===== config.mk =====
export PLATFORM = sky130hd
export DESIGN_NAME = inv_cipher_core_flat
export DESIGN_NICKNAME = d
export VERILOG_FILES = /design/src/rtl/inv_cipher_core_pkg.sv /design/src/rtl/inv_cipher_core_if.sv /design/src/rtl/inv_cipher_core_inv_round.sv /design/src/rtl/inv_cipher_core.sv /design/src/flat_wrapper.sv
export SDC_FILE = /design/constraint.sdc
export NUM_CORES = 1
export LEC_CHECK = 0
export CAP_MARGIN = 15
export CORE_UTILIZATION = 45
export DETAILED_ROUTE_END_ITERATION = 8
export PLACE_DENSITY = 0.7
export SLEW_MARGIN = 10
export SYNTH_ARGS = -nofsm -noshare
export SYNTH_HDL_FRONTEND = slang
export SYNTH_SLANG_ARGS = --single-unit

===== constraint.sdc =====
create_clock -name clk -period 8.78 [get_ports clk]
set_clock_uncertainty 0.15 [all_clocks]
set_input_delay 1.317 -clock clk [delete_from_list [all_inputs] [get_ports clk]]
set_output_delay 1.317 -clock clk [all_outputs]
set_load 0.02 [all_outputs]

===== src/rtl/inv_cipher_core_pkg.sv =====
// Shared types, inverse S-box and GF(2^8) helpers for the iterative AES inverse cipher.
package inv_cipher_core_pkg;

  localparam int NB = 4;

  typedef logic [7:0] t_byte;
  // [col][row] byte layout, identical to the forward cipher state
  typedef t_byte [NB-1:0][3:0] t_state;

  typedef enum logic [1:0] {S_IDLE, S_ROUND, S_FINAL, S_DONE} t_fsm;

  localparam t_byte INV_SBOX [256] = '{
    8'h52, 8'h09, 8'h6a, 8'hd5, 8'h30, 8'h36, 8'ha5, 8'h38, 8'hbf, 8'h40, 8'ha3, 8'h9e, 8'h81, 8'hf3, 8'hd7, 8'hfb,
    8'h7c, 8'he3, 8'h39, 8'h82, 8'h9b, 8'h2f, 8'hff, 8'h87, 8'h34, 8'h8e, 8'h43, 8'h44, 8'hc4, 8'hde, 8'he9, 8'hcb,
    8'h54, 8'h7b, 8'h94, 8'h32, 8'ha6, 8'hc2, 8'h23, 8'h3d, 8'hee, 8'h4c, 8'h95, 8'h0b, 8'h42, 8'hfa, 8'hc3, 8'h4e,
    8'h08, 8'h2e, 8'ha1, 8'h66, 8'h28, 8'hd9, 8'h24, 8'hb2, 8'h76, 8'h5b, 8'ha2, 8'h49, 8'h6d, 8'h8b, 8'hd1, 8'h25,
    8'h72, 8'hf8, 8'hf6, 8'h64, 8'h86, 8'h68, 8'h98, 8'h16, 8'hd4, 8'ha4, 8'h5c, 8'hcc, 8'h5d, 8'h65, 8'hb6, 8'h92,
    8'h6c, 8'h70, 8'h48, 8'h50, 8'hfd, 8'hed, 8'hb9, 8'hda, 8'h5e, 8'h15, 8'h46, 8'h57, 8'ha7, 8'h8d, 8'h9d, 8'h84,
    8'h90, 8'hd8, 8'hab, 8'h00, 8'h8c, 8'hbc, 8'hd3, 8'h0a, 8'hf7, 8'he4, 8'h58, 8'h05, 8'hb8, 8'hb3, 8'h45, 8'h06,
    8'hd0, 8'h2c, 8'h1e, 8'h8f, 8'hca, 8'h3f, 8'h0f, 8'h02, 8'hc1, 8'haf, 8'hbd, 8'h03, 8'h01, 8'h13, 8'h8a, 8'h6b,
    8'h3a, 8'h91, 8'h11, 8'h41, 8'h4f, 8'h67, 8'hdc, 8'hea, 8'h97, 8'hf2, 8'hcf, 8'hce, 8'hf0, 8'hb4, 8'he6, 8'h73,
    8'h96, 8'hac, 8'h74, 8'h22, 8'he7, 8'had, 8'h35, 8'h85, 8'he2, 8'hf9, 8'h37, 8'he8, 8'h1c, 8'h75, 8'hdf, 8'h6e,
    8'h47, 8'hf1, 8'h1a, 8'h71, 8'h1d, 8'h29, 8'hc5, 8'h89, 8'h6f, 8'hb7, 8'h62, 8'h0e, 8'haa, 8'h18, 8'hbe, 8'h1b,
    8'hfc, 8'h56, 8'h3e, 8'h4b, 8'hc6, 8'hd2, 8'h79, 8'h20, 8'h9a, 8'hdb, 8'hc0, 8'hfe, 8'h78, 8'hcd, 8'h5a, 8'hf4,
    8'h1f, 8'hdd, 8'ha8, 8'h33, 8'h88, 8'h07, 8'hc7, 8'h31, 8'hb1, 8'h12, 8'h10, 8'h59, 8'h27, 8'h80, 8'hec, 8'h5f,
    8'h60, 8'h51, 8'h7f, 8'ha9, 8'h19, 8'hb5, 8'h4a, 8'h0d, 8'h2d, 8'he5, 8'h7a, 8'h9f, 8'h93, 8'hc9, 8'h9c, 8'hef,
    8'ha0, 8'he0, 8'h3b, 8'h4d, 8'hae, 8'h2a, 8'hf5, 8'hb0, 8'hc8, 8'heb, 8'hbb, 8'h3c, 8'h83, 8'h53, 8'h99, 8'h61,
    8'h17, 8'h2b, 8'h04, 8'h7e, 8'hba, 8'h77, 8'hd6, 8'h26, 8'he1, 8'h69, 8'h14, 8'h63, 8'h55, 8'h21, 8'h0c, 8'h7d
  };

  function automatic t_byte xtime(input t_byte b);
    return {b[6:0], 1'b0} ^ (b[7] ? 8'h1b : 8'h00);
  endfunction

  function automatic t_byte gmul9(input t_byte b);
    return xtime(xtime(xtime(b))) ^ b;
  endfunction

  function automatic t_byte gmul11(input t_byte b);
    return xtime(xtime(xtime(b))) ^ xtime(b) ^ b;
  endfunction

  function automatic t_byte gmul13(input t_byte b);
    return xtime(xtime(xtime(b))) ^ xtime(xtime(b)) ^ b;
  endfunction

  function automatic t_byte gmul14(input t_byte b);
    return xtime(xtime(xtime(b))) ^ xtime(xtime(b)) ^ xtime(b);
  endfunction

  // Row r rotates right by r columns; 2-bit truncation gives the mod-4 wrap
  function automatic t_state inv_shift_rows(input t_state s);
    t_state o;
    for (int c = 0; c < NB; c++)
      for (int r = 0; r < 4; r++)
        o[2'(c)][2'(r)] = s[2'(c - r)][2'(r)];
    return o;
  endfunction

  function automatic t_state inv_sub_bytes(input t_state s);
    t_state o;
    for (int c = 0; c < NB; c++)
      for (int r = 0; r < 4; r++)
        o[2'(c)][2'(r)] = INV_SBOX[s[2'(c)][2'(r)]];
    return o;
  endfunction

  function automatic t_state inv_mix_columns(input t_state s);
    t_state o;
    for (int c = 0; c < NB; c++)
      for (int r = 0; r < 4; r++)
        o[2'(c)][2'(r)] = gmul14(s[2'(c)][2'(r)])     ^ gmul11(s[2'(c)][2'(r + 1)]) ^
                          gmul13(s[2'(c)][2'(r + 2)]) ^ gmul9(s[2'(c)][2'(r + 3)]);
    return o;
  endfunction

endpackage


===== src/rtl/inv_cipher_core_if.sv =====
// Block handshakes, round-key store port and status of the inverse cipher core.
interface inv_cipher_core_if
  import inv_cipher_core_pkg::*;
#(
  parameter int RKI_W = 4
);
  logic             in_valid;
  logic             in_ready;
  t_state           in_data;
  logic [RKI_W-1:0] rk_idx;
  t_state           rk;
  logic             out_valid;
  logic             out_ready;
  t_state           out_data;
  logic             busy;

  modport master (
    output in_valid, in_data, rk, out_ready,
    input  in_ready, rk_idx, out_valid, out_data, busy
  );

  modport slave (
    input  in_valid, in_data, rk, out_ready,
    output in_ready, rk_idx, out_valid, out_data, busy
  );
endinterface


===== src/rtl/inv_cipher_core_inv_round.sv =====
// One combinational inverse round; the last round skips InvMixColumns.
module inv_round
  import inv_cipher_core_pkg::*;
(
  input  t_state st_i,
  input  t_state rk_i,
  input  logic   last_i,
  output t_state st_o
);
  t_state keyed;

  always_comb begin
    keyed = inv_sub_bytes(inv_shift_rows(st_i)) ^ rk_i;
    st_o  = last_i ? keyed : inv_mix_columns(keyed);
  end
endmodule


===== src/rtl/inv_cipher_core.sv =====
// Iterative AES inverse cipher: initial AddRoundKey on accept, then one round per clock.
module inv_cipher_core
  import inv_cipher_core_pkg::*;
#(
  parameter int NR    = 10,
  parameter int RKI_W = 4
) (
  input logic             clk,
  input logic             rst_n,
  inv_cipher_core_if.slave core_if
);
  t_fsm             state_q, state_d;
  logic [RKI_W-1:0] rnd_q, rnd_d;
  t_state           st_q, st_d;
  t_state           roundSt;
  logic             lastRound;
  logic             inReady;
  logic             outValid;
  logic             busyFlag;
  logic [RKI_W-1:0] rkIdx;

  inv_round u_round (
    .st_i   (st_q),
    .rk_i   (core_if.rk),
    .last_i (lastRound),
    .st_o   (roundSt)
  );

  always_ff @(posedge clk or negedge rst_n) begin
    if (!rst_n) begin
      state_q <= S_IDLE;
      rnd_q   <= RKI_W'(NR);
      st_q    <= '0;
    end else begin
      state_q <= state_d;
      rnd_q   <= rnd_d;
      st_q    <= st_d;
    end
  end

  // rk_idx depends only on registered state, so the key store sees a stable address all cycle
  always_comb begin
    state_d   = state_q;
    rnd_d     = rnd_q;
    st_d      = st_q;
    inReady   = 1'b0;
    outValid  = 1'b0;
    busyFlag  = 1'b1;
    lastRound = 1'b0;
    rkIdx     = RKI_W'(NR);
    unique case (state_q)
      S_IDLE: begin
        inReady  = 1'b1;
        busyFlag = 1'b0;
        if (core_if.in_valid) begin
          st_d    = core_if.in_data ^ core_if.rk;
          rnd_d   = RKI_W'(NR - 1);
          state_d = S_ROUND;
        end
      end
      S_ROUND: begin
        rkIdx = rnd_q;
        st_d  = roundSt;
        rnd_d = rnd_q - RKI_W'(1);
        if (rnd_q == RKI_W'(1)) state_d = S_FINAL;
      end
      S_FINAL: begin
        rkIdx     = '0;
        lastRound = 1'b1;
        st_d      = roundSt;
        state_d   = S_DONE;
      end
      S_DONE: begin
        outValid = 1'b1;
        if (core_if.out_ready) state_d = S_IDLE;
      end
      default: state_d = S_IDLE;
    endcase
  end

  assign core_if.in_ready  = inReady;
  assign core_if.out_valid = outValid;
  assign core_if.busy      = busyFlag;
  assign core_if.rk_idx    = rkIdx;
  assign core_if.out_data  = (state_q == S_DONE) ? st_q : '0;

endmodule

===== src/flat_wrapper.sv =====
// flat-port wrapper written by rule: the top's interface ports become plain ports
module inv_cipher_core_flat import inv_cipher_core_pkg::*;
#(
  parameter int NR    = 10,
  parameter int RKI_W = 4
)
  (clk, rst_n, core_if_in_valid, core_if_in_data, core_if_rk, core_if_out_ready, core_if_in_ready, core_if_rk_idx, core_if_out_valid, core_if_out_data, core_if_busy);
  inv_cipher_core_if #(.RKI_W(RKI_W)) core_if_i ();
  input logic clk;
  input logic rst_n;
  input wire logic [$bits(core_if_i.in_valid)-1:0] core_if_in_valid;
  input wire logic [$bits(core_if_i.in_data)-1:0] core_if_in_data;
  input wire logic [$bits(core_if_i.rk)-1:0] core_if_rk;
  input wire logic [$bits(core_if_i.out_ready)-1:0] core_if_out_ready;
  output wire logic [$bits(core_if_i.in_ready)-1:0] core_if_in_ready;
  output wire logic [$bits(core_if_i.rk_idx)-1:0] core_if_rk_idx;
  output wire logic [$bits(core_if_i.out_valid)-1:0] core_if_out_valid;
  output wire logic [$bits(core_if_i.out_data)-1:0] core_if_out_data;
  output wire logic [$bits(core_if_i.busy)-1:0] core_if_busy;
  assign core_if_i.in_valid = core_if_in_valid;
  assign core_if_i.in_data = core_if_in_data;
  assign core_if_i.rk = core_if_rk;
  assign core_if_i.out_ready = core_if_out_ready;
  assign core_if_in_ready = core_if_i.in_ready;
  assign core_if_rk_idx = core_if_i.rk_idx;
  assign core_if_out_valid = core_if_i.out_valid;
  assign core_if_out_data = core_if_i.out_data;
  assign core_if_busy = core_if_i.busy;
  inv_cipher_core #(.NR(NR), .RKI_W(RKI_W)) u_core (.clk(clk), .rst_n(rst_n), .core_if(core_if_i));
endmodule

Word-level counts from Yosys, hierarchy flattened --
Memory sizes are Yosys's and may differ from the RTL's. Cells that the tools add are included.
Storage, ports and cells: output and inout port bits 135, memories kept 3, flip-flop bits (word level) 134, logic and storage cells 65, memory bits (read-only) 6144
Cells by class: eq/ne operators 7, add/sub/neg operators 1, bitwise operators 5, magnitude comparators 3, reduce and logical (&&, ||, !) cells 7, multiplexer cells 21
Memory list:
- (name not given) | words 256, width 8, read ports 1, clocked after Yosys merged registers in 0, wr ports 0, RTL line inv_cipher_core_pkg.sv:64 | o[2'(c)][2'(r)] = INV_SBOX[s[2'(c)][2'(r)]];
- (name not given) | words 256, width 8, read ports 1, clocked after Yosys merged registers in 0, wr ports 0, RTL line inv_cipher_core_pkg.sv:64
- (name not given) | words 256, width 8, read ports 1, clocked after Yosys merged registers in 0, wr ports 0, RTL line inv_cipher_core_pkg.sv:64
Operator list (count):
- 128-bit 2-to-1 mux | 3
- 128-bit case mux with 2 select lines | 1
- 128-bit bitwise XOR | 2
- 8-bit 2-to-1 mux | 6
- 9-bit >= comparator, second input constant | 3
- 8-bit inverter with 9-bit output | 3
- 4-bit case mux with 2 select lines | 2
- 2-bit case mux with 4 select lines | 1
- 2-bit 2-to-1 mux | 3
- 2-bit equality test, second input constant | 2
- 4-bit by 1-bit equality test with 1-bit output, second input constant | 1
- 1-bit 2-to-1 mux | 4
- 4-bit 2-to-1 mux | 1
- 2-bit != test, second input constant | 2
- 2-bit AND reduction | 2
- 2-bit nonzero test | 2
- 4-bit by 1-bit subtractor with 4-bit output, second input constant | 1
- 3-bit AND reduction | 1
- 2-bit by 1-bit equality test with 1-bit output, second input constant | 1
- 2-bit logical NOT | 1
- 2-bit by 1-bit != test with 1-bit output, second input constant | 1
- 2-bit OR reduction | 1

Depth between registers and ports, before layout --
depth after elaboration 7, depth in mapped cells 14, mapped depth without buffers 9

Cells and area by module --
Synthesis repeated with hierarchy kept, for this count alone.
Second synthesis, totals: cells, all modules 2609, area total of the unflattened synthesis 19307.3 µm²
By module, submodules not included:
- inv_round | sequential area each 0.0 µm², instances 1, area an instance 10895.4 µm², cells an instance 1735
- inv_cipher_core | sequential area each 3355.7 µm², instances 1, area an instance 8411.8 µm², cells an instance 874

Worst setup path after synthesis --
Ideal clock, no wire load.
path type register to register, start point register u_core.st_q[33] (netlist name), end point register u_core.st_q[35] (netlist name), path buffers 3, required time 8510 ps, library setup time 120 ps, clock period less this slack 3660 ps, data arrival time 3390 ps, slack 5120 ps, stages on the path, launching flop included 13, path through dfrtp_1 > buf_1 > clkbuf_1 > inv_1 > ha_1 > clkbuf_1 > nor2b_1 > a21oi_1 > mux4_2 > a211o_1 > a311oi_1 > o21ai_0 > a31o_1
Between the ends: word-level cells in the longest chain between the ends 7
Ends and longest elaborated chain:
- start, declared | RTL line inv_cipher_core.sv:14 | t_state st_q, st_d;
- start signal, assigned | RTL line inv_cipher_core.sv:37 | st_q <= st_d;
- 8-bit inverter with 9-bit output (not written as such) | RTL line inv_cipher_core_pkg.sv:64
- memory read 256 x 8 bit
- 8-bit 2-to-1 mux (not written as such) (2 in a row) | RTL line inv_cipher_core_pkg.sv:64
- 128-bit bitwise XOR | RTL line inv_cipher_core_inv_round.sv:13 | keyed = inv_sub_bytes(inv_shift_rows(st_i)) ^ rk_i;
- 128-bit 2-to-1 mux | RTL line inv_cipher_core_inv_round.sv:14 | st_o = last_i ? keyed : inv_mix_columns(keyed);
- 128-bit case mux with 2 select lines | RTL line inv_cipher_core.sv:51 | unique case (state_q)
No other way between the ends. The select of a mux whose other input is x is not followed. A chain may end at the register's enable or synchronous reset.

Worst setup path in the final report --
start point register u_core.state_q[1], end point output port core_if_rk_idx[1]
Between the ends: word-level cells in the longest chain between the ends 2, elaborated cells between the ends (all ways) 3, classes of those cells eq/ne: 2; mux: 1
Ends and longest elaborated chain:
- start, declared | RTL line inv_cipher_core.sv:12 | t_fsm state_q, state_d;
- start signal, assigned | RTL line inv_cipher_core.sv:35 | state_q <= state_d;
- 2-bit equality test or 2-bit by 1-bit equality test with 1-bit output (tied branches) | RTL line inv_cipher_core.sv:51
- 4-bit case mux with 2 select lines * | RTL line inv_cipher_core.sv:51
- end, declared | RTL line flat_wrapper.sv:16 | output wire logic [$bits(core_if_i.rk_idx)-1:0] core_if_rk_idx;
Every way passes the cells marked *; elsewhere a longest branch is shown, timed or not.

==> flow_summary.json <==
{
  "worstPathCellList": "inv_1 -> ha_1 -> mux2i_1 -> clkdlybuf4s50_1",
  "grt_overflow": 0,
  "postCtsHoldBufs": 0,
  "io_pins": 395,
  "finalHoldViolCount": 0,
  "n_antenna_cell": 0,
  "powerDensity_nw_per_um2": 448.3,
  "via_count": 21110,
  "tightestPinTransition_ps": 1022,
  "finalNetCount": 2872,
  "pwr-share-seq": 0.123,
  "crit_family": "buffers and inverters",
  "die_y_um": 200.4,
  "syn_inst": 2355,
  "grt_pass1_wl_um": 125700,
  "tns_ps": 0,
  "min_period_ps": 4365,
  "drive_gt1_frac": 0.06901,
  "drt_first_iter_violations": 3663,
  "syn_avg_cell_area_um2": 7.521,
  "synth_seq_area_share": 0.1895,
  "power_frac_clock": 0.077,
  "fin_total_pwr_w": 0.009937,
  "cts_tree": "built",
  "layout.area.seq_um2": 3377,
  "crit_path_top_delay_cell": "clkdlybuf4s50_1",
  "crit_required_ps": 7310,
  "dr.pass1.iters": 6,
  "die-area_um2": 40160,
  "critPathArrivalTime_ps": 2900,
  "max_stage_delay_ps": 730,
  "numClockSinks": 134,
  "nFillCells": 3573,
  "switching_share": 0.5868,
  "via_per_inst": 6.849,
  "synth_fp_nets": 2675,
  "cap_violations": 0,
  "post_cts_buffers": 0,
  "status": "finished, final reports clean",
  "max-vdd-ir-drop_v": 0.0005030,
  "netSwitchingPower_w": 0.005831,
  "intPower_w": 0.004106,
  "syn_to_final_growth_pct": 25.14,
  "relSlewSlack": 0.3189,
  "synth.cell_area_um2": 17710,
  "cp-end-kind": "output pin",
  "synth_top_flop_cell": "dfrtp_1",
  "synth_seq_cells": 134,
  "fin_area_um2": 22170,
  "placed_cell_area_um2": 21530,
  "cts_resized": 0,
  "wl_per_cell_um": 27.35,
  "multi_input_comb_area_um2": 13060,
  "dp.final_hpwl_um": 59320,
  "rsz0062_at_grt": "false",
  "start_kind": "register",
  "root_buffer": "clkbuf_16",
  "htree_levels": 4,
  "synthDistinctLibCells": 98,
  "antenna_found_initial": 3,
  "grt_pass1_vias": 19590,
  "track_usage": 0.4066,
  "critPathBufInv": 2,
  "fp-row-count": 72,
  "max_freq_ghz": 0.2291,
  "wirelength_um": 84320,
  "core_um2": 38740,
  "synth_edf_count": 0,
  "grt_max_degree": 210,
  "numCtsBuffers": 17,
  "numPortBuffers": 394,
  "final_util": 0.5722,
  "start_util": 0.4572,
  "setup_viol": 0,
  "min_period_over_period": 0.4971,
  "place_congestion": 1.087,
  "insertion_delay_ps": 460,
  "synth_warnings": 0,
  "cts_buffer_depth": 2,
  "die-width_um": 200.4,
  "critPathMaxFanout": 10,
  "ant_nets": 0,
  "hold_path_class": "reg2reg",
  "clk_pin_slew_ps": 70,
  "synth-async-reset-ratio": 1.000,
  "p_leak_nw": 8.321,
  "whs_ps": 318.0,
  "crit_type": "reg2out",
  "drv_slew": 0,
  "remaining_drc_errors": 0,
  "power_frac_comb": 0.800
}
layer usage:
layer / track usage / vias to the layer above / part of all wire
li1: - / 9118 / -
met1: 0.5590 / 9937 / 0.40
met2: 0.5878 / 1753 / 0.42
met3: 0.1333 / 300 / 0.14
met4: 0.1529 / 6 / 0.042
met5: 0 / - / 0.00050
power by group through the flow:
stage / Combinational [W] / Clock, W / Sequential [W]
after global placement: 0.00762 / 0 / 0.00120
after global routing: 0.00834 / 0.000798 / 0.00126
after CTS: 0.00760 / 0.000771 / 0.00121
after detailed placement: 0.00757 / 0 / 0.00121
final: 0.00795 / 0.000761 / 0.00122
after floorplan: 0.00539 / 0 / 0.00102
worst reg2reg max path, cell delays in order, from the launching register on:
cell	delay (ps)
dfrtp_1	660
inv_1	290
ha_1	890
nor2b_1	420
a21oi_1	70
mux4_2	490
a211o_1	340
a311oi_1	410
o21ai_0	150
a31o_1	230
stage by stage:
step	worst slack, ps	std cells
global placement	4576	3050
detailed placement	4530	3050
floorplan	5120	2355
finish	4415	3083
CTS	4477	3082
global route	4312	3083
sequential cells by signal (all words and copies together), names as in the netlist:
register,cells
u_core.state_q,2
u_core.rnd_q,4
u_core.st_q,128
cells in the mapped netlist, drive strengths merged, types with 72 or more instances:
library cell / n / area (um^2)
dfrtp: 132 / 3303
o21ai: 109 / 545.5
o31ai: 125 / 938.4
buf: 108 / 591.8
nor2: 166 / 643.1
a21oi: 123 / 623.1
nand2b: 76 / 475.5
xnor2: 104 / 910.9
clkbuf: 151 / 566.8
and2: 128 / 800.8
nand2: 250 / 940.9
nand3: 72 / 360.4
final cells by class:
cell class / instances / share of cell area
Clock buffer: 18 / 0.01981
Clock inverter: 14 / 0.007451
Inverter: 46 / 0.007790
Multi-Input combinational cell: 1916 / 0.5893
Sequential cell: 134 / 0.1524
Tap cell: 518 / 0.02924
Timing Repair Buffer: 437 / 0.1940
placed cells by master, fill, tap and decap left out, drive strengths merged, types with 52 or more instances in the layout:
cell / netlist / routed
ha: 60 / 60
nor3: 52 / 52
clkdlybuf4s50: 0 / 393
nor2b: 58 / 58
nand2: 250 / 250
and2: 128 / 128
o31ai: 125 / 125
nor2: 166 / 166
o21ai: 109 / 109
a21oi: 123 / 123
nand3: 72 / 72
xnor2: 104 / 104
dfrtp: 132 / 132
nand2b: 76 / 76
worst paths after layout:
kind / from / endpoint / cells after the start / slack (ps)
worst min-delay path: u_core.st_q[30] / u_core.st_q[30] / 2 / 320
worst min register to register: u_core.st_q[30] / u_core.st_q[30] / 2 / 320
max in group asynchronous: rst_n / u_core.st_q[52] / 2 / 6310
min in group asynchronous: rst_n / u_core.st_q[8] / 1 / 690
worst max-delay path: u_core.state_q[1] / core_if_rk_idx[1] / 4 / 4420
worst max register to register: u_core.st_q[33] / u_core.st_q[35] / 9 / 4580
kinds of logic after synthesis:
kind of cell | after synthesis | synth area share
AND/OR/NAND/NOR | 903 | 0.2571
AO/OA/AOI/OAI | 751 | 0.3033
buffers and inverters | 305 | 0.07516
flip-flops | 134 | 0.1895
XOR/XNOR | 115 | 0.05687
multiplexers | 87 | 0.07573
adder cells (fa/ha/maj) | 60 | 0.04238
Power figures use the tool's default switching activity.
==> patch: new RTL, same flow settings <==
`RKI_W` is set to 4 in 3 places; all go to 3.
--- a/src/rtl/inv_cipher_core_if.sv
+++ b/src/rtl/inv_cipher_core_if.sv
@@ -4,3 +4,3 @@
 #(
-  parameter int RKI_W = 4
+  parameter int RKI_W = 3
 );
--- a/src/rtl/inv_cipher_core.sv
+++ b/src/rtl/inv_cipher_core.sv
@@ -5,3 +5,3 @@
   parameter int NR    = 10,
-  parameter int RKI_W = 4
+  parameter int RKI_W = 3
 ) (
--- a/src/flat_wrapper.sv
+++ b/src/flat_wrapper.sv
@@ -4,3 +4,3 @@
   parameter int NR    = 10,
-  parameter int RKI_W = 4
+  parameter int RKI_W = 3
 )
Interface: changed (resized core_if_rk_idx); port bits go from 395 to 394. The function was not compared with the original's and may differ.
==> patch against the unedited design <==
  * Worst hold slack improved by 0.00066 ns
  * Cell area rose by 1.6%
  * Synthesized area rose by 2.2%
  * Sequential share of layout area fell by 0.35 points
  * Utilization fell by 0.52 points
  * Critical path depth rose by 1
  * Worst setup slack got worse by 0.092 ns
  * Sequential cell count fell by 1
  * Routed wire length fell by 0.68%
  * Power fell by 0.74%
  * Synthesized cell count rose by 2.7%
  * Register-to-register slack barely moved
  * Critical endpoint is now core_if_rk_idx[0]
==> patch: results (changes against the unedited design) <==
stage,metric,value,unit,change
worst_hold_path,min-delay-start,u_core.st_q[98],,
sta,worstMarginPinSlew,1.141,ns,+0.1196 ns
power,ir_drop,0.4709,mV,-6.4%
setup_path,r2r-end,u_core.st_q[47],,
detailed_routing,drt_pass1_iterations,6,,unchanged
grt,grt_pass1_wl,125.3,mm,-0.26%
yosys,synth_cell_type_count,87,,-11%
setup_path,rr_worst_depth,10,,+1
setup_path,arrival,2.99,ns,+0.09 ns
setup_path,crit_family,buffers and inverters,,
yosys,syn_nets,2738,,+2.4%
detailed_routing,vias,21402,,+1.4%
cells_and_area,reg_top3,"u_core.st_q x128, u_core.rnd_q x3, u_core.state_q x2",,
grt,grt_max_degree,220,,+4.8%
yosys,synthArstFlopShare,1.000,,unchanged
yosys,synth_commonest_cells,"nand2_1 (256), clkbuf_1 (156), nor2_1 (144), o21ai_0 (138), dfrtp_1 (132)",,
yosys,yosysSeqAreaShare,0.1840,,-0.005499
power,p_leak,8.369,nW,+0.58%
setup_path,r2r_slack,4.58,ns,about the same
clock_network,cts_setup_buffers,0,,unchanged
clock_network,clock_latency,0.45,ns,
yosys,synthFlopType,dfrtp_1,,
placed_design,port_buffers,393,,-0.25%
placed_design,finalWeightedCongestion,1.075,,-1.1%
worst_hold_path,hold_path_end,u_core.st_q[98],,
setup_path,path_max_fanout,57,,+47
yosys,yosysWarnings,0,,unchanged
grt,grt_pass1_vias,19748,,+0.80%
clock_network,cts.htree.levels,4,,unchanged
worst_hold_path,hold_depth,2,,unchanged
grt,grt.total_usage,0.3952,,-0.01140
clock_network,numCtsBuffers,17,,unchanged
clock_network,clk_pin_slew,0.08,ns,
grt,antenna_found_initial,3,,unchanged
run_status,status,completed,,
cells_and_area,fin_nets,2921,,+1.7%
yosys,ys_top_cells_by_area,"dfrtp_1 (18%), nand2_1 (5.3%), xnor2_1 (5.2%), o31ai_1 (4.9%), mux4_2 (4.4%)",,
detailed_routing,routed_wl,83.75,mm,-0.68%
worst_hold_path,hold_class,register to register,,
clock_network,clockBufferDepth,2,,unchanged
setup_path,critPathMaxStageDelay,0.60,ns,-0.13 ns
setup_path,slowest_stage,buf_4,,
placed_design,hpwl,58.38,mm,-1.6%
setup_path,worstReg2RegStart,u_core.st_q[8],,
detailed_routing,drt_iter0_drc,3649,,-0.38%
cells_and_area,drive_gt1_frac,0.07077,,+0.001767
clock_network,postCtsResizedCells,0,,unchanged
clock_network,cts_root_buffer,clkbuf_16,,
patch: how the worst max path moves through the flow:
stage                                   end         startpoint  cells past startpoint  slack [ns]
after floorplan           core_if_rk_idx[0]  u_core.state_q[0]                      7        5.15
after global placement      u_core.st_q[34]   core_if_in_valid                      8        4.56
after detailed placement    u_core.st_q[34]   core_if_in_valid                      8        4.55
after CTS                 core_if_rk_idx[0]  u_core.state_q[1]                      5        4.29
after global routing      core_if_rk_idx[0]  u_core.state_q[0]                      5        4.18
final                     core_if_rk_idx[0]  u_core.state_q[1]                      5        4.32
patch: kinds of logic (layout without fill, tap and decap cells):
logic type	Yosys count	count (layout)	share of synthesized area
simple gates	903	903	0.2545
compound gates	793	793	0.3124
buf+inv	318	514	0.07445
flops	133	133	0.1840
xor+xnor	126	126	0.06097
mux	84	84	0.07169
fa+ha+maj	61	61	0.04203
other cells	0	1	0
patch: where the power goes:
part           internal [mW]  switching, mW
registers              0.890          0.355
logic                   2.74           5.07
clock network          0.439          0.363
patch: tightest hold or removal path: stages (launching register included):
cell and delay (ns):
dfrtp_1 0.33, nand2_1 0.05, o31ai_1 0.05
patch: cell type report:
cell class	count	area [um^2]
tap	525	656.9
clock buffer	17	425.4
antenna	1	2.502
clock inverter	15	206.4
timing repair buffer	431	4233
multi-input combinational	1967	13460
inverter	51	191.4
sequential	133	3353
fill	3725	17200
patch: routing by layer:
layer | part of all wire | routed length (um) | track usage | vias to the layer above
met5 | 0.00023 | 19 | 0 | -
met4 | 0.041 | 3434 | 0.1418 | 4
met3 | 0.12 | 10340 | 0.09486 | 292
met2 | 0.44 | 37090 | 0.6173 | 1685
met1 | 0.39 | 32860 | 0.5286 | 10095
li1 | - | - | - | 9326
patch: per-stage QoR:
stage / area, um^2 / hold slack (ns) / setup WS (ns) / cells
after floorplan: 18100 / 0.2909 / 5.145 / 2418
after global placement: 21890 / 0.3016 / 4.560 / 3107
after detailed placement: 21890 / 0.3080 / 4.552 / 3107
after CTS: 22530 / 0.3230 / 4.293 / 3139
after global routing: 22530 / 0.3441 / 4.180 / 3139
final: 22530 / 0.3187 / 4.323 / 3140
